<file path="src/rtl/muldiv_unit.sv">
// muldiv_unit: iterative RISC-V M-extension multiply/divide unit.
// Latency: start accepted in IDLE, 32 CALC cycles, fin pulses in DONE
//   (the 33rd cycle after start); fast path goes straight to DONE (cycle 1).
// Backpressure: none; busy=1 while CALC/DONE, requests during busy are dropped.
// Ports: clk, rst (sync, active-high); is_m/is_d start requests, funct3 op,
//   src1/src2 operands, flush abort; busy, fin pulse, result (held while fin=0).
// Optional feature macro: MULDIV_FASTPATH_EN (zero/overflow operands skip CALC).
module muldiv_unit (
  input  logic        clk,
  input  logic        rst,
  input  logic        is_m,
  input  logic        is_d,
  input  logic [2:0]  funct3,
  input  logic [31:0] src1,
  input  logic [31:0] src2,
  input  logic        flush,
  output logic        busy,
  output logic        fin,
  output logic [31:0] result
);

  typedef enum logic [1:0] {IDLE, CALC, DONE} state_t;
  state_t state, state_nxt;

  logic [4:0]  cnt;
  logic [31:0] hi, lo, a, dvd_raw, held;
  logic        op_mul, neg1, neg2, div0, ovf, mzero;
  logic [1:0]  op_f;

  // Input decode: multiply wins when both requests are raised.
  logic        start, in_mul, in_s1, in_s2, in_n1, in_n2;
  logic        in_div0, in_ovf, in_mzero, skip;
  logic [1:0]  in_f;
  logic [31:0] m1, m2;

  always_comb begin
    start    = (is_m | is_d) & ~flush;
    in_mul   = is_m;
    in_f     = funct3[1:0];
    in_s1    = in_mul ? (in_f == 2'b01 || in_f == 2'b10) : ~in_f[0];
    in_s2    = in_mul ? (in_f == 2'b01) : ~in_f[0];
    in_n1    = in_s1 & src1[31];
    in_n2    = in_s2 & src2[31];
    m1       = in_n1 ? (32'd0 - src1) : src1;
    m2       = in_n2 ? (32'd0 - src2) : src2;
    in_div0  = ~in_mul & (src2 == 32'd0);
    in_ovf   = ~in_mul & ~in_f[0] & (src1 == 32'h8000_0000) & (src2 == 32'hFFFF_FFFF);
    in_mzero = in_mul & ((src1 == 32'd0) | (src2 == 32'd0));
`ifdef MULDIV_FASTPATH_EN
    skip     = in_div0 | in_ovf | in_mzero;
`else
    skip     = 1'b0;
`endif
  end

  always_ff @(posedge clk) begin
    if (rst) state <= IDLE;
    else     state <= state_nxt;
  end

  always_comb begin
    state_nxt = state;
    case (state)
      IDLE:    if (start) state_nxt = skip ? DONE : CALC;
      CALC:    if (flush) state_nxt = IDLE;
               else if (cnt == 5'd31) state_nxt = DONE;
      DONE:    state_nxt = IDLE;
      default: state_nxt = IDLE;
    endcase
  end

  // One radix-2 step. Multiply: shift-add with {hi,lo} as the 64-bit
  // product, lo initially holding the multiplier. Divide: restoring, hi is
  // the partial remainder and lo shifts dividend bits out / quotient bits in.
  logic [32:0] mul_sum, div_sh, div_diff;
  logic [31:0] step_hi, step_lo;

  always_comb begin
    mul_sum  = {1'b0, hi} + (lo[0] ? {1'b0, a} : 33'd0);
    div_sh   = {hi, lo[31]};
    div_diff = div_sh - {1'b0, a};
    if (op_mul) begin
      step_hi = mul_sum[32:1];
      step_lo = {mul_sum[0], lo[31:1]};
    end else if (!div_diff[32]) begin
      step_hi = div_diff[31:0];
      step_lo = {lo[30:0], 1'b1};
    end else begin
      step_hi = div_sh[31:0];
      step_lo = {lo[30:0], 1'b0};
    end
  end

  always_ff @(posedge clk) begin
    if (rst) begin
      cnt <= '0; hi <= '0; lo <= '0; a <= '0; dvd_raw <= '0; held <= '0;
      op_mul <= 1'b0; op_f <= '0; neg1 <= 1'b0; neg2 <= 1'b0;
      div0 <= 1'b0; ovf <= 1'b0; mzero <= 1'b0;
    end else begin
      case (state)
        IDLE: if (start) begin
          cnt <= '0; hi <= '0; lo <= m1; a <= m2; dvd_raw <= src1;
          op_mul <= in_mul; op_f <= in_f; neg1 <= in_n1; neg2 <= in_n2;
          div0 <= in_div0; ovf <= in_ovf; mzero <= in_mzero;
        end
        CALC: begin
          cnt <= cnt + 5'd1;
          hi  <= step_hi;
          lo  <= step_lo;
        end
        DONE:    held <= res_calc;
        default: ;
      endcase
    end
  end

  // Sign correction and special cases applied to the finished magnitudes.
  logic [63:0] prod, prod_s;
  logic [31:0] quo, rem, mul_res, div_res, res_calc;

  always_comb begin
    prod    = {hi, lo};
    prod_s  = (neg1 ^ neg2) ? (64'd0 - prod) : prod;
    mul_res = mzero ? 32'd0 : ((op_f == 2'b00) ? prod_s[31:0] : prod_s[63:32]);
    quo     = (neg1 ^ neg2) ? (32'd0 - lo) : lo;
    rem     = neg1 ? (32'd0 - hi) : hi;
    if (div0) begin
      quo = 32'hFFFF_FFFF;
      rem = dvd_raw;
    end else if (ovf) begin
      quo = 32'h8000_0000;
      rem = 32'd0;
    end
    div_res  = op_f[1] ? rem : quo;
    res_calc = op_mul ? mul_res : div_res;
  end

  assign busy   = (state != IDLE);
  assign fin    = (state == DONE);
  assign result = fin ? res_calc : held;

endmodule

</file>
<file path="config.mk">
export PLATFORM = sky130hd
export DESIGN_NAME = muldiv_unit
export DESIGN_NICKNAME = d
export VERILOG_FILES = /design/src/rtl/muldiv_unit.sv
export SDC_FILE = /design/constraint.sdc
export NUM_CORES = 1
export LEC_CHECK = 0
export ABC_AREA = 0
export BUFFER_PORTS_ARGS = -buffer_cell sky130_fd_sc_hd__buf_2
export CORE_ASPECT_RATIO = 0.75
export CORE_MARGIN = 2
export CORE_UTILIZATION = 50
export DETAILED_ROUTE_END_ITERATION = 7
export HOLD_SLACK_MARGIN = 0.1
export PLACE_DENSITY = 0.71
export RECOVER_POWER = 50
export SETUP_SLACK_MARGIN = 0.15
export SKIP_CTS_REPAIR_TIMING = 1
export SLEW_MARGIN = 10
export SYNTH_ARGS = -nofsm -noshare
export SYNTH_HDL_FRONTEND = slang
export SYNTH_SLANG_ARGS = --single-unit
</file>
<file path="constraint.sdc">
create_clock -name clk -period 3.5 [get_ports clk]
set_clock_uncertainty 0.2 [all_clocks]
set_input_delay 0.35 -clock clk [delete_from_list [all_inputs] [get_ports clk]]
set_output_delay 0.35 -clock clk [all_outputs]
set_load 0.05 [all_outputs]
</file>
==> impl_summary.md <==
STA
The setup-violating endpoint count in the final report is 33. Setup repair after global routing could not meet its margin everywhere. The final clock period utilization by the worst path is 113%.

For the pin with the worst max-slew slack, the measured transition is 1.66 ns. The minimum setup slack in the final design is -0.469 ns. The shortest clock period the worst path allows after layout is 3.97 ns.

The tightest hold path in the finished design has a slack of 0.109 ns. The highest achievable clock rate is 252 MHz. The count of final hold-check violations came to 0. The worst relative slew slack is -10.6%.

The number of pins with negative max-slew slack in the final report came to 112.

Finish
The diode insertion count for antenna repair is 0. The post-layout instance count excluding filler cells is 2833. Compared with the post-synthesis result, the final layout area differs by 31.5%. In the final layout, the share of cells above drive strength 1 is 24.1%. The final net count is 2567.

The filler cell count is 2589. In the final layout, the multi-input gates occupy 0.0123 mm2. With fillers left out, the area of the finished cells amounts to 0.0204 mm2.

The sequential cells in the finished layout cover a total of 0.00352 mm2.

Setup path
Together, buffers and inverters on the worst path number 4. The cell that appears most often on the critical path is sky130_fd_sc_hd__buf_6. The number of cells traversed by the worst register-to-register path is 4. STA classifies the critical path startpoint as a flop. Grouping stages by cell kind, the critical path spends the most delay in simple AND/OR/NAND/NOR gates. The peak per-stage delay on the critical path is 0.56 ns.

At the worst endpoint, the arrival time is 3.42 ns. STA classifies the critical path endpoint as an output pin. The master of the slowest instance on the critical path is sky130_fd_sc_hd__or4_4. The number of logic stages on the critical path including buffering is 13. The critical path goes through or4_4 > nor4_4 > nand2_4 > nor2_4 > buf_6 > buf_6 > a21oi_4 > xnor2_2 > nand2_1 > a31oi_2 > buf_4 > a21oi_4 > buf_6.

For the worst setup path, the data required time is 2.95 ns. The classification of the worst setup path is reg2out. Of all nets on the critical path, the largest fanout is 5.

GRT
The wire length of the first global-routing pass is 96000 um. The number of global-route vias before repair is 16000. The total routing resource utilization after global routing is 38.5%. The initial antenna violation count is 0. Entering global routing, the biggest net connects 105 pins. The final global-route overflow total is 0.

Logic synthesis
Among all flip-flop cells after synthesis, the most frequent one is sky130_fd_sc_hd__dfxtp_1. The cell accounting for the most synthesized area is sky130_fd_sc_hd__dfxtp_1. The synthesized netlist contains 81 unique library cells. The post-synth design cell area is 0.0155 mm2. By area the synthesized netlist is led by sky130_fd_sc_hd__dfxtp_1, sky130_fd_sc_hd__a21oi_1, sky130_fd_sc_hd__ha_1, sky130_fd_sc_hd__nand2_1, sky130_fd_sc_hd__nor2_1. The area share of the largest cell type after synthesis is 22.6%.

In this run the mean area of a mapped cell was 7.19 um2. The flip-flop and latch count after synthesis is 175. The share of synthesized registers carrying an async set or reset is 0%. When the netlist entered floorplanning its net count stood at 2304. The synthesized design contains 0 enable-type register cells. The fraction of the yosys area taken by sequential cells is 22.6%.

For this run, the number of Yosys warnings is 0. The number of instances in the synthesized netlist is 2158.

Drt
For this block, the via count after detailed routing is 18300. After detailed routing, the total wire length is 67000 um. Once detail routing completed, the nets flagged for antenna violations numbered 0. The via density per instance is 6.48. The average detailed-routed wire length per instance is 23.6 um. For this block, the initial DRC count from the detailed router was 2752. For this run, the detailed router's first-pass iteration total came to 6. In the routed design, unresolved DRC markers number 0.

Placed design
The weighted congestion at the end of routability-driven global placement is 1.03. Summed over all nets, the half-perimeter wirelength after detailed placement is 49300 um. The number of placed instances, taps included, is 2727. The total cell area at the placement stage is 0.0178 mm2.

The count of buffers added on input and output ports is 104.

Clock tree
The number of buffers inserted during clock tree synthesis is 17. In this run the deepest clock path goes through 2 buffers. The clock-pin slew of the registers on the worst-case setup and hold paths is 0.07 ns. The later pin in the worst-skew pair is clocked with a latency of 0.47 ns. The tree built by TritonCTS fans out to 175 sinks. TritonCTS built the clock tree.

The H-tree was split into 4 levels. The clock tree root buffer cell is sky130_fd_sc_hd__clkbuf_16.

Hold path
The type of the most critical hold path is in2reg. The worst hold path passes through 3 cells.

Power
VDD sags by at most 0.000296 V. Summed over all cells, the static leakage comes to 8.14 nW. The areal power density over the cells is 330 mW/mm2.

Floorplan
The die is 207 um wide. After floorplanning, the core was divided into 55 placement rows. After floorplanning, the core was sized to cover 0.0303 mm2.

The y dimension of the die is 157 um. In this run the count of I/O pins placed on the die edge is 106. The die covers 0.0325 mm2. For this configuration, the core starts out at a cell density of 51.1%.

Run status
The final reports fail on capacitance limit, slew limit, setup timing. The run finished, with violations left.

Job
Across the run, the number of max-cap violations was 2.
[per-stage QoR]
stage	setup TNS, ns	setup WS (ns)	power, mW	util [%]
after floorplan	0	0.144	3.44	-
after global placement	-0.132	-0.0459	4.24	58.8
after detailed placement	-0.189	-0.0609	4.27	58.8
after CTS	-12.37	-0.566	6.33	60.8
after global routing	-13.96	-0.545	6.97	67.2
final	-9.37	-0.469	6.74	67.2
[cell usage in the layout, fill, tap and decap left out, types with 18 or more instances in the layout]
cell                            count
sky130_fd_sc_hd__nor3_1            47
sky130_fd_sc_hd__a21oi_1          192
sky130_fd_sc_hd__xnor2_1           89
sky130_fd_sc_hd__a21oi_2           25
sky130_fd_sc_hd__nand3_1           37
sky130_fd_sc_hd__mux2i_1           50
sky130_fd_sc_hd__a211oi_1          78
sky130_fd_sc_hd__dlygate4sd3_1     44
sky130_fd_sc_hd__inv_1             55
sky130_fd_sc_hd__nand2_1          235
sky130_fd_sc_hd__nor2_1           226
sky130_fd_sc_hd__o21ai_0           92
sky130_fd_sc_hd__buf_2             71
sky130_fd_sc_hd__nand4_1           21
sky130_fd_sc_hd__o31ai_1           18
sky130_fd_sc_hd__ha_1              67
sky130_fd_sc_hd__buf_6             47
sky130_fd_sc_hd__a21o_1            39
sky130_fd_sc_hd__xor2_1            84
sky130_fd_sc_hd__buf_4            225
sky130_fd_sc_hd__o21ai_1           19
sky130_fd_sc_hd__nand2b_1          20
sky130_fd_sc_hd__or3_1             23
sky130_fd_sc_hd__nor2b_1           28
sky130_fd_sc_hd__dfxtp_1          166
sky130_fd_sc_hd__clkbuf_16         19
[state kept, by name (all words and copies together), names as in the netlist]
signal and flops:
a 32, cnt 5, div0 1, dvd_raw 32, held 32, hi 32, lo 32, mzero 1
neg1 1, neg2 1, op_f 2, op_mul 1, ovf 1, state 2
[metal layers]
layer  share of wire [%]  track usage, %  up-vias
met5                   0               0        -
met4                 1.8            9.15        0
met3                  15            15.2       92
met2                  39            51.3     1116
met1                  44            56.8     8777
li1                    -               -     8360
[logic make-up (layout without fill, tap and decap cells)]
family                     after synthesis  after routing  share of synthesized area [%]
and+or+nand+nor                        751            753                           22.6
AOI/OAI and AO/OA                      690            690                           29.0
buffers and inverters                  227            501                           5.66
xor gates and xnor gates               186            186                           10.5
DFF                                    175            175                           22.6
adders and majority gates               74             74                           6.07
muxes                                   55             55                           3.57
[path summary, 6_finish.rpt]
| check | start | to | slack, ns |
|---|---|---|---|
| worst min-delay path | src2[3] | a[3] | 0.11 |
| worst max-delay path | lo[27] | result[18] | -0.47 |
| worst max register to register | state[0] | lo[21] | -0.04 |
| worst min register to register | dvd_raw[12] | dvd_raw[12] | 0.26 |
[tightest hold or removal path, cell delays in order]
cell	delay, ns
sky130_fd_sc_hd__buf_2	0.14
sky130_fd_sc_hd__xor2_1	0.16
sky130_fd_sc_hd__a211oi_1	0.08
[synthesized netlist by cell type, types with 7 or more instances]
| library cell | number |
|---|---|
| sky130_fd_sc_hd__a21boi_0 | 7 |
| sky130_fd_sc_hd__o31ai_1 | 21 |
| sky130_fd_sc_hd__a311oi_1 | 8 |
| sky130_fd_sc_hd__o21ai_0 | 107 |
| sky130_fd_sc_hd__nor2b_1 | 29 |
| sky130_fd_sc_hd__o211ai_1 | 15 |
| sky130_fd_sc_hd__ha_1 | 72 |
| sky130_fd_sc_hd__nand4_1 | 21 |
| sky130_fd_sc_hd__o41ai_1 | 16 |
| sky130_fd_sc_hd__dfxtp_1 | 175 |
| sky130_fd_sc_hd__a41oi_1 | 8 |
| sky130_fd_sc_hd__a211oi_1 | 85 |
| sky130_fd_sc_hd__nand2_1 | 238 |
| sky130_fd_sc_hd__a21o_1 | 39 |
| sky130_fd_sc_hd__a221o_1 | 10 |
| sky130_fd_sc_hd__nor2_1 | 236 |
| sky130_fd_sc_hd__buf_1 | 12 |
| sky130_fd_sc_hd__o21ai_1 | 11 |
| sky130_fd_sc_hd__clkbuf_1 | 139 |
| sky130_fd_sc_hd__nor3_1 | 54 |
| sky130_fd_sc_hd__o21a_1 | 10 |
| sky130_fd_sc_hd__buf_2 | 8 |
| sky130_fd_sc_hd__xor2_1 | 89 |
| sky130_fd_sc_hd__nand3_1 | 41 |
| sky130_fd_sc_hd__or4_1 | 8 |
| sky130_fd_sc_hd__inv_1 | 61 |
| sky130_fd_sc_hd__and3_1 | 15 |
| sky130_fd_sc_hd__nor4_1 | 18 |
| sky130_fd_sc_hd__o221ai_1 | 20 |
| sky130_fd_sc_hd__nand2b_1 | 21 |
| sky130_fd_sc_hd__a32oi_1 | 8 |
| sky130_fd_sc_hd__or3_1 | 25 |
| sky130_fd_sc_hd__a31oi_1 | 25 |
| sky130_fd_sc_hd__and2_1 | 12 |
| sky130_fd_sc_hd__a21oi_1 | 227 |
| sky130_fd_sc_hd__xnor2_1 | 97 |
| sky130_fd_sc_hd__a221oi_1 | 15 |
| sky130_fd_sc_hd__mux2i_1 | 53 |
[power breakdown]
group	internal [mW]	switching, mW
combinational	0.960	1.51
clock	1.10	0.970
sequential	2.09	0.104
total	4.16	2.58
[area by class of cell]
cell class / count / share of cell area (%)
Clock buffer: 19 / 2.17
Clock inverter: 13 / 0.847
Inverter: 66 / 1.25
Multi-Input combinational cell: 1758 / 60.3
Sequential cell: 175 / 17.3
Tap cell: 399 / 2.45
Timing Repair Buffer: 403 / 15.7
No activity file was read; power rests on OpenSTA's default activity.
